==> config.mk <==
export PLATFORM = sky130hd
export DESIGN_NAME = int_exec_unit_flat
export DESIGN_NICKNAME = d
export VERILOG_FILES = /design/src/rtl/int_exec_unit_if.sv /design/src/rtl/int_exec_unit.sv /design/src/flat_wrapper.sv
export SDC_FILE = /design/constraint.sdc
export NUM_CORES = 2
export LEC_CHECK = 0
export CORE_MARGIN = 2
export CORE_UTILIZATION = 35
export DETAILED_ROUTE_END_ITERATION = 10
export PLACE_DENSITY = 0.55
export SLEW_MARGIN = 30
export SYNTH_ARGS = -nofsm -noshare
export SYNTH_HDL_FRONTEND = slang
export SYNTH_SLANG_ARGS = --single-unit
export TNS_END_PERCENT = 5
==> constraint.sdc <==
create_clock -name clk -period 9.3 [get_ports clk]
set_input_delay 0.93 -clock clk [delete_from_list [all_inputs] [get_ports clk]]
set_output_delay 0.93 -clock clk [all_outputs]
set_load 0.1 [all_outputs]
==> src/rtl/int_exec_unit_if.sv <==
// int_exec_unit_if: issue-side and CDB-side valid/ready bundle for int_exec_unit
interface int_exec_unit_if #(
    parameter int XLEN  = 32,
    parameter int TAG_W = 6
);
    logic             in_valid;
    logic             in_ready;
    logic [3:0]       in_alu_op;
    logic             in_alt;
    logic [XLEN-1:0]  in_a;
    logic [XLEN-1:0]  in_b;
    logic [TAG_W-1:0] in_tag;
    logic             out_valid;
    logic             out_ready;
    logic [XLEN-1:0]  out_result;
    logic [TAG_W-1:0] out_tag;
    logic             busy;

    modport master (
        output in_valid, in_alu_op, in_alt, in_a, in_b, in_tag, out_ready,
        input  in_ready, out_valid, out_result, out_tag, busy
    );

    modport slave (
        input  in_valid, in_alu_op, in_alt, in_a, in_b, in_tag, out_ready,
        output in_ready, out_valid, out_result, out_tag, busy
    );
endinterface

==> src/rtl/int_exec_unit.sv <==
// int_exec_unit: single-cycle ALU plus multi-cycle MULT with valid/ready on issue and CDB; optional flush port under INT_EXEC_FLUSH_EN
module int_exec_unit #(
    parameter int XLEN     = 32,
    parameter int TAG_W    = 6,
    parameter int MULT_LAT = 4
) (
    input logic clk,
    input logic rst_n,
`ifdef INT_EXEC_FLUSH_EN
    input logic flush,
`endif
    int_exec_unit_if.slave io
);
    typedef enum logic [1:0] {IDLE, MULT, DONE} state_t;

    state_t           state_q, state_d;
    logic [3:0]       cnt_q, cnt_d;
    logic [XLEN-1:0]  res_q, res_d;
    logic [TAG_W-1:0] tag_q, tag_d;
    logic [XLEN-1:0]  a_q, a_d;
    logic [XLEN-1:0]  b_q, b_d;
    logic [XLEN-1:0]  alu_res;
    logic [XLEN-1:0]  prod;
    logic signed [XLEN-1:0] sra;
    logic [4:0]       sh;
    logic             kill;
    logic             accept;

`ifdef INT_EXEC_FLUSH_EN
    assign kill = flush;
`else
    assign kill = 1'b0;
`endif

    assign io.in_ready   = !kill && (state_q == IDLE || (state_q == DONE && io.out_ready));
    assign accept        = io.in_valid && io.in_ready;
    assign io.out_valid  = state_q == DONE;
    assign io.busy       = state_q == MULT;
    assign io.out_result = res_q;
    assign io.out_tag    = tag_q;
    assign prod          = a_q * b_q;
    assign sh            = io.in_b[4:0];
    // kept separate so the signed shift is not pulled into an unsigned context
    assign sra           = $signed(io.in_a) >>> sh;

    always_comb begin
        case (io.in_alu_op)
            4'd0:        alu_res = io.in_a + io.in_b;
            4'd1:        alu_res = io.in_a - io.in_b;
            4'd3, 4'd9:  alu_res = io.in_a << sh;
            4'd4:        alu_res = {{(XLEN-1){1'b0}}, io.in_alt ? io.in_a < io.in_b : $signed(io.in_a) < $signed(io.in_b)};
            4'd5:        alu_res = io.in_a ^ io.in_b;
            4'd6, 4'd10: alu_res = io.in_alt ? $unsigned(sra) : io.in_a >> sh;
            4'd7:        alu_res = io.in_a | io.in_b;
            4'd8:        alu_res = io.in_a & io.in_b;
            default:     alu_res = '0;
        endcase
    end

    always_comb begin
        state_d = state_q;
        cnt_d   = cnt_q;
        res_d   = res_q;
        tag_d   = tag_q;
        a_d     = a_q;
        b_d     = b_q;
        if (state_q == DONE && io.out_ready) state_d = IDLE;
        if (state_q == MULT) begin
            state_d = cnt_q == 4'd0 ? DONE : MULT;
            res_d   = cnt_q == 4'd0 ? prod : res_q;
            cnt_d   = cnt_q == 4'd0 ? 4'd0 : cnt_q - 4'd1;
        end
        if (accept) begin
            tag_d = io.in_tag;
            if (io.in_alu_op == 4'd2) begin
                state_d = MULT;
                cnt_d   = 4'(MULT_LAT - 1);
                a_d     = io.in_a;
                b_d     = io.in_b;
            end else begin
                state_d = DONE;
                res_d   = alu_res;
            end
        end
        if (kill) begin
            state_d = IDLE;
            cnt_d   = '0;
        end
    end

    always_ff @(posedge clk) begin
        if (!rst_n) begin
            state_q <= IDLE;
            cnt_q   <= '0;
            res_q   <= '0;
            tag_q   <= '0;
            a_q     <= '0;
            b_q     <= '0;
        end else begin
            state_q <= state_d;
            cnt_q   <= cnt_d;
            res_q   <= res_d;
            tag_q   <= tag_d;
            a_q     <= a_d;
            b_q     <= b_d;
        end
    end
endmodule

==> src/flat_wrapper.sv <==
// flat-port wrapper written by rule: the top's interface ports become plain ports
module int_exec_unit_flat 
#(
    parameter int XLEN     = 32,
    parameter int TAG_W    = 6,
    parameter int MULT_LAT = 4
)
  (clk, rst_n, io_in_valid, io_in_alu_op, io_in_alt, io_in_a, io_in_b, io_in_tag, io_out_ready, io_in_ready, io_out_valid, io_out_result, io_out_tag, io_busy);
  int_exec_unit_if #(.XLEN(XLEN), .TAG_W(TAG_W)) io_i ();
  input logic clk;
  input logic rst_n;
  input wire logic [$bits(io_i.in_valid)-1:0] io_in_valid;
  input wire logic [$bits(io_i.in_alu_op)-1:0] io_in_alu_op;
  input wire logic [$bits(io_i.in_alt)-1:0] io_in_alt;
  input wire logic [$bits(io_i.in_a)-1:0] io_in_a;
  input wire logic [$bits(io_i.in_b)-1:0] io_in_b;
  input wire logic [$bits(io_i.in_tag)-1:0] io_in_tag;
  input wire logic [$bits(io_i.out_ready)-1:0] io_out_ready;
  output wire logic [$bits(io_i.in_ready)-1:0] io_in_ready;
  output wire logic [$bits(io_i.out_valid)-1:0] io_out_valid;
  output wire logic [$bits(io_i.out_result)-1:0] io_out_result;
  output wire logic [$bits(io_i.out_tag)-1:0] io_out_tag;
  output wire logic [$bits(io_i.busy)-1:0] io_busy;
  assign io_i.in_valid = io_in_valid;
  assign io_i.in_alu_op = io_in_alu_op;
  assign io_i.in_alt = io_in_alt;
  assign io_i.in_a = io_in_a;
  assign io_i.in_b = io_in_b;
  assign io_i.in_tag = io_in_tag;
  assign io_i.out_ready = io_out_ready;
  assign io_in_ready = io_i.in_ready;
  assign io_out_valid = io_i.out_valid;
  assign io_out_result = io_i.out_result;
  assign io_out_tag = io_i.out_tag;
  assign io_busy = io_i.busy;
  int_exec_unit #(.XLEN(XLEN), .TAG_W(TAG_W), .MULT_LAT(MULT_LAT)) u_core (.clk(clk), .rst_n(rst_n), .io(io_i));
endmodule
* After elaboration in Yosys (flattened, before gate mapping) *
Cells that the tools add are included.

operators by class
  $add $sub $neg = 3
  $mul = 1
  order comparisons = 2
  equality and inequality tests = 12
  shift-type cells = 3
  mux-type cells = 16
  bitwise logic cells = 3
  reduce and logical (&&, ||, !) cells = 10

operator list
  kind                                              number
  case mux 32 bit (8 select lines)                  1
  two-way mux 32 bit                                5
  < comparator 32 bit                               2
  adder 32 bit                                      1
  bitwise AND 32 bit                                1
  multiplier 32 x 32 -> 32 bit                      1
  bitwise OR 32 bit                                 1
  << shifter 32 x 5 -> 32 bit                       1
  >> shifter 32 x 5 -> 32 bit                       1
  >>> shifter 32 x 5 -> 32 bit                      1
  subtractor 32 bit                                 1
  bitwise XOR 32 bit                                1
  == test 4 x 3 -> 1 bit, second input constant     4
  two-way mux 4 bit                                 4
  == test 4 bit, second input constant              3
  two-way mux 2 bit                                 5
  == test 4 x 2 -> 1 bit, second input constant     2
  logical NOT 4 bit                                 2
  == test 4 x 1 -> 1 bit, second input constant     1
  OR reduction 2 bit                                2
  subtractor 4 x 1 -> 4 bit, second input constant  1
  nonzero test 3 bit                                1
  == test 2 x 1 -> 1 bit, second input constant     1
  == test 2 bit, second input constant              1
  other kinds (5)                                   6

word-level totals
  register bits after elaboration = 108
  input port bits = 79
  output and inout port bits = 41

* Longest topological paths before layout *
  word-level depth = 5
  gate-level depth with buffers = 28
  depth with buffers taken out = 26

* Least setup slack after synthesis *
Ideal clock, no wire load.

  path kind = register to register
  start point = reg u_core.b_q[3]
  end point = reg u_core.res_q[31] (netlist: u_core.io.out_result[31])
  setup time = 86 ps
  arrival = 6661 ps
  required time = 9214 ps
  path slack = 2554 ps
  cell stages (with the launch flop) = 25
  path buffers = 2
  cells stage by stage = dfxtp_1 -> clkbuf_1 -> clkbuf_1 -> and2_1 -> fa_1 -> inv_1 -> fa_1 -> fa_1 -> fa_1 -> inv_1 -> fa_1 -> fa_1 -> fa_1 -> fa_1 -> ha_1 -> a21o_1 -> a21o_1 -> a21oi_1 -> o211ai_1 -> a31oi_1 -> o31ai_1 -> a21o_1 -> a21oi_1 -> xnor2_1 -> a211oi_1

between the ends
  cells in the longest elaborated chain, start to end = 5

RTL lines
  element                           RTL line              source
  start, declared                   int_exec_unit.sv:21   logic [XLEN-1:0] b_q, b_d;
  start signal, assigned            int_exec_unit.sv:98   b_q <= '0;
  start signal, assigned            int_exec_unit.sv:105  b_q <= b_d;
  multiplier 32 x 32 -> 32 bit (*)  int_exec_unit.sv:41   assign prod = a_q * b_q;
  two-way mux 32 bit (*)            int_exec_unit.sv:70   res_d = cnt_q == 4'd0 ? prod : res_q;
  two-way mux 32 bit (*)            int_exec_unit.sv:68   if (state_q == MULT) begin
  two-way mux 32 bit                int_exec_unit.sv:75   if (io.in_alu_op == 4'd2) begin
  two-way mux 32 bit (*)            int_exec_unit.sv:73   if (accept) begin
  end signal, assigned              int_exec_unit.sv:102  res_q <= res_d;
  end, declared                     int_exec_unit.sv:18   logic [XLEN-1:0] res_q, res_d;

Mark *: on every way between the ends. The rest lies on a longest branch, timed or not.
A chain may end at the register's enable or synchronous reset.

* Final worst setup path *
  start point = reg u_core.b_q[9]
  end point = reg u_core.res_q[31] (netlist: u_core.io.out_result[31])

The elaborated chain is that of the path after synthesis.

==> metrics.txt <==
# TYPE chip_impl_metric gauge
chip_impl_info{name="run_status",value="finished, final reports clean"} 1
chip_impl_metric{name="grt_antenna_before_repair",unit=""} 9
chip_impl_metric{name="synth-seq-area-share",unit="%"} 7.74
chip_impl_metric{name="numClockSinks",unit=""} 108
chip_impl_metric{name="p_comb_share",unit="%"} 45.9
chip_impl_metric{name="internal_power",unit="W"} 0.000976
chip_impl_metric{name="dr.first_iter.drc_count",unit=""} 2216
chip_impl_metric{name="clock_power_share",unit="%"} 25.2
chip_impl_metric{name="largest_net_degree_at_the_start_of_global_routing",unit=""} 79
chip_impl_metric{name="final.setup_skew",unit="ns"} 0.00837
chip_impl_metric{name="nFillCells",unit=""} 8225
chip_impl_metric{name="post_cts_hold_buffer_count",unit=""} 0
chip_impl_metric{name="post-cts-setup-buffer-count",unit=""} 0
chip_impl_metric{name="hpwl",unit="um"} 85600
chip_impl_info{name="setup.worst_path.start_class",value="flip-flop"} 1
chip_impl_metric{name="routed_wirelength",unit="um"} 107000
chip_impl_metric{name="finalNetCount",unit=""} 4105
chip_impl_metric{name="final_tns_setup",unit="ns"} 0
chip_impl_info{name="synth-main-ff-cell",value="sky130_fd_sc_hd__dfxtp_1"} 1
chip_impl_metric{name="ant_nets",unit=""} 0
chip_impl_metric{name="clock_tree.htree_level_count",unit=""} 3
chip_impl_metric{name="core-area",unit="mm2"} 0.0790
chip_impl_metric{name="max_freq",unit="GHz"} 0.130
chip_impl_metric{name="seq_power_share",unit="%"} 28.9
chip_impl_metric{name="routed_wl_met3",unit="um"} 6810
chip_impl_info{name="grt_setup_unrepaired",value="no"} 1
chip_impl_metric{name="ctsResizeCount",unit=""} 0
chip_impl_metric{name="place_inst",unit=""} 4435
chip_impl_metric{name="tritoncts.num_buffers",unit=""} 9
chip_impl_metric{name="register_clock_pin_slew_on_the_reported_worst_setup_and_hold_paths",unit="ns"} 0.07
chip_impl_metric{name="peakVddDrop",unit="uV"} 85.5
chip_impl_metric{name="power.density",unit="mW/mm2"} 57.5
chip_impl_metric{name="post_synthesis_area_per_instance",unit="um2"} 8.14
chip_impl_metric{name="required",unit="ns"} 9.59
chip_impl_metric{name="period_needed",unit="ns"} 7.67
chip_impl_metric{name="synthesis.yosys.warnings",unit=""} 0
chip_impl_metric{name="layout-drive-gt1-share",unit="%"} 5.26
chip_impl_metric{name="netlist-cell-type-count",unit=""} 89
chip_impl_info{name="top_layer_used",value="met5"} 1
chip_impl_metric{name="detail_route.wl_per_cell",unit="um"} 24.1
chip_impl_info{name="worst_setup_ep_type",value="flip-flop"} 1
chip_impl_metric{name="final_cell_area",unit="mm2"} 0.0303
chip_impl_metric{name="hold_depth",unit=""} 2
chip_impl_metric{name="postPlaceCellArea",unit="mm2"} 0.0300
chip_impl_metric{name="die-height",unit="um"} 286
chip_impl_metric{name="fin_util",unit="%"} 38.4
chip_impl_metric{name="max-cap-violations",unit=""} 0
chip_impl_info{name="cts_tree",value="done"} 1
chip_impl_info{name="worst_min_path_class",value="reg2reg"} 1
chip_impl_metric{name="async_s_r_ff_share_synth",unit="%"} 0
chip_impl_metric{name="dr.pass1.iters",unit=""} 6
chip_impl_metric{name="track_usage",unit="%"} 26.3
chip_impl_metric{name="timing.final.max_slew_violations",unit=""} 0
chip_impl_metric{name="worst_slew_pin_slew",unit="ns"} 1.03
chip_impl_metric{name="mappedNetlistArea",unit="mm2"} 0.0279
chip_impl_metric{name="overflow",unit=""} 0
chip_impl_metric{name="core.rowCount",unit=""} 103
chip_impl_metric{name="synth_edf_count",unit=""} 0
chip_impl_metric{name="grt_pass1_wl",unit="um"} 162000
chip_impl_metric{name="vias_in_the_first_global_route",unit=""} 25100
chip_impl_metric{name="reg2regPathDepth",unit=""} 22
chip_impl_metric{name="route.met2.wl",unit="um"} 49800
chip_impl_metric{name="critical_path.max_fanout",unit=""} 16
chip_impl_metric{name="clock_latency",unit="ns"} 0.38
chip_impl_metric{name="netSwitchingPower",unit="W"} 0.000767
chip_impl_metric{name="finalHoldViolCount",unit=""} 0
chip_impl_metric{name="i_o_pins",unit=""} 120
chip_impl_metric{name="total_leakage_power",unit="nW"} 13.6
chip_impl_info{name="cts_root_buffer",value="sky130_fd_sc_hd__clkbuf_16"} 1
chip_impl_metric{name="met1Wirelength",unit="um"} 45000
chip_impl_metric{name="setup_viol",unit=""} 0
chip_impl_metric{name="area_growth",unit="%"} 8.65
chip_impl_metric{name="period_share",unit="%"} 82.4
chip_impl_metric{name="power.switching_fraction",unit="%"} 44.0
chip_impl_metric{name="fin_hold_ws",unit="ns"} 0.460
chip_impl_info{name="timing.setup.critical_path_class",value="reg2reg"} 1
chip_impl_metric{name="gp_congestion",unit=""} 1.03
chip_impl_metric{name="portBuffers",unit=""} 119
chip_impl_metric{name="synthesis.nets",unit=""} 4141
chip_impl_metric{name="via_per_inst",unit=""} 5.56
chip_impl_metric{name="worstPathArrival",unit="ns"} 7.96
chip_impl_metric{name="max-slew-margin-rel",unit="%"} 30.7
chip_impl_metric{name="synthesis.instances",unit=""} 3432
chip_impl_metric{name="fin_cells",unit=""} 4453
chip_impl_metric{name="fp.dieW",unit="um"} 286
chip_impl_metric{name="synth-seq-cells",unit=""} 108
chip_impl_metric{name="route.vias.total",unit=""} 24800
chip_impl_metric{name="cts.path.max_buffers",unit=""} 2
chip_impl_metric{name="floorplan.initialDensity",unit="%"} 35.4
chip_impl_metric{name="drc",unit=""} 0
chip_impl_metric{name="dieArea",unit="mm2"} 0.0821
## critical path, stage by stage (launching register included)
cell,delay (ns)
sky130_fd_sc_hd__dfxtp_1,0.90
sky130_fd_sc_hd__buf_4,0.30
sky130_fd_sc_hd__nand2_1,0.08
sky130_fd_sc_hd__fa_1,0.53
sky130_fd_sc_hd__fa_1,0.53
sky130_fd_sc_hd__fa_1,0.57
sky130_fd_sc_hd__fa_1,0.45
sky130_fd_sc_hd__fa_1,0.56
sky130_fd_sc_hd__inv_1,0.05
sky130_fd_sc_hd__fa_1,0.47
sky130_fd_sc_hd__fa_1,0.54
sky130_fd_sc_hd__fa_1,0.49
sky130_fd_sc_hd__ha_1,0.41
sky130_fd_sc_hd__nand4_1,0.14
sky130_fd_sc_hd__nor2_1,0.12
sky130_fd_sc_hd__o21ai_0,0.11
sky130_fd_sc_hd__o211ai_1,0.11
sky130_fd_sc_hd__a31oi_1,0.10
sky130_fd_sc_hd__o31ai_1,0.46
sky130_fd_sc_hd__a21o_1,0.19
sky130_fd_sc_hd__a21oi_1,0.08
sky130_fd_sc_hd__xnor2_1,0.13
sky130_fd_sc_hd__a211oi_1,0.22
## cells in the final DEF (no fill, tap or decap), types with 14 or more instances in the layout
cell	count
sky130_fd_sc_hd__ha_1	220
sky130_fd_sc_hd__o22ai_1	22
sky130_fd_sc_hd__a211oi_1	27
sky130_fd_sc_hd__a21o_1	29
sky130_fd_sc_hd__and2_1	321
sky130_fd_sc_hd__a221o_1	17
sky130_fd_sc_hd__inv_1	470
sky130_fd_sc_hd__o221ai_1	14
sky130_fd_sc_hd__a221oi_1	24
sky130_fd_sc_hd__mux4_2	36
sky130_fd_sc_hd__nor3_1	36
sky130_fd_sc_hd__o211ai_1	29
sky130_fd_sc_hd__a31oi_1	20
sky130_fd_sc_hd__mux2i_1	58
sky130_fd_sc_hd__o21bai_1	15
sky130_fd_sc_hd__nand3_1	26
sky130_fd_sc_hd__buf_4	63
sky130_fd_sc_hd__nand2_1	455
sky130_fd_sc_hd__dfxtp_1	100
sky130_fd_sc_hd__o21ai_0	128
sky130_fd_sc_hd__clkdlybuf4s50_1	115
sky130_fd_sc_hd__fa_1	410
sky130_fd_sc_hd__xor2_1	23
sky130_fd_sc_hd__nor2_1	189
sky130_fd_sc_hd__a22oi_1	25
sky130_fd_sc_hd__nand2b_1	20
sky130_fd_sc_hd__xnor2_1	74
sky130_fd_sc_hd__a21oi_1	226
## logic make-up (layout without fill, tap and decap cells)
group	Yosys count	count (layout)	share of synthesized area (%)
other	0	2	0
adders and majority gates	630	630	39.2
muxes	107	107	5.51
xor gates and xnor gates	97	97	3.04
buffers and inverters	700	669	9.61
and+or+nand+nor	1129	1129	19.4
DFF	108	108	7.74
AOI/OAI and AO/OA	661	661	15.5
## power by group through the flow
stage                     Clock, W  Combinational (W)  Sequential, W
after global routing      0.000464           0.000840       0.000506
after floorplan                  0           0.000427       0.000574
final                     0.000439           0.000800       0.000504
after global placement           0           0.000780       0.000515
after detailed placement         0           0.000777       0.000515
after CTS                 0.000446           0.000780       0.000504
## metal layers
layer	vias up	global-route usage, %
met5	-	0
met4	10	12.1
met3	216	2.87
met2	985	42.6
met1	12500	35.3
li1	11100	-
## flip-flops by register name, summed over array words and instances (netlist names)
register and cells:
u_core.io.out_tag 6, u_core.io.out_result 32, u_core.b_q 32, u_core.a_q 32, u_core.cnt_q 4, u_core.state_q 2
## layout make-up
type	count	area, um2	share of cell area (%)
timing repair buffer	180	1630	5.39
tap	1050	1310	4.33
clock inverter	5	83.8	0.276
multi-input combinational	2624	23100	76.2
inverter	473	1780	5.85
clock buffer	11	243	0.800
sequential	108	2170	7.16
antenna	2	5.00	0.0165
## worst paths after layout
| kind | startpoint | to | slack (ns) |
|---|---|---|---|
| worst min-delay path | u_core.a_q[31] | u_core.a_q[31] | 0.46 |
| worst max-delay path | u_core.b_q[9] | u_core.io.out_result[31] | 1.63 |
| worst min register to register | u_core.a_q[31] | u_core.a_q[31] | 0.46 |
| worst max register to register | u_core.b_q[9] | u_core.io.out_result[31] | 1.63 |
## cells in the mapped netlist (23+ instances only)
library cell               count  area share [%]
sky130_fd_sc_hd__a211oi_1     27            0.73
sky130_fd_sc_hd__a21o_1       29            0.78
sky130_fd_sc_hd__a21oi_1     226             4.1
sky130_fd_sc_hd__a221oi_1     24            0.75
sky130_fd_sc_hd__a22oi_1      25            0.67
sky130_fd_sc_hd__and2_1      321             7.2
sky130_fd_sc_hd__clkbuf_1    187             2.5
sky130_fd_sc_hd__dfxtp_1     108             7.7
sky130_fd_sc_hd__fa_1        410              29
sky130_fd_sc_hd__ha_1        220             9.9
sky130_fd_sc_hd__inv_1       471             6.3
sky130_fd_sc_hd__mux2i_1      58             2.1
sky130_fd_sc_hd__mux4_2       36             2.9
sky130_fd_sc_hd__nand2_1     456             6.1
sky130_fd_sc_hd__nand3_1      27            0.48
sky130_fd_sc_hd__nor2_1      189             2.5
sky130_fd_sc_hd__nor3_1       38            0.68
sky130_fd_sc_hd__o211ai_1     29            0.78
sky130_fd_sc_hd__o21ai_0     128             2.3
sky130_fd_sc_hd__xnor2_1      74             2.3
sky130_fd_sc_hd__xor2_1       23            0.72
## through the flow
stage	setup WS, ns	total power (W)
finish	1.63	0.00174
global route	1.25	0.00181
CTS	1.60	0.00173
detailed placement	1.64	0.00129
global placement	1.72	0.00129
floorplan	2.55	0.00100
(Power assumes the default switching activity.)
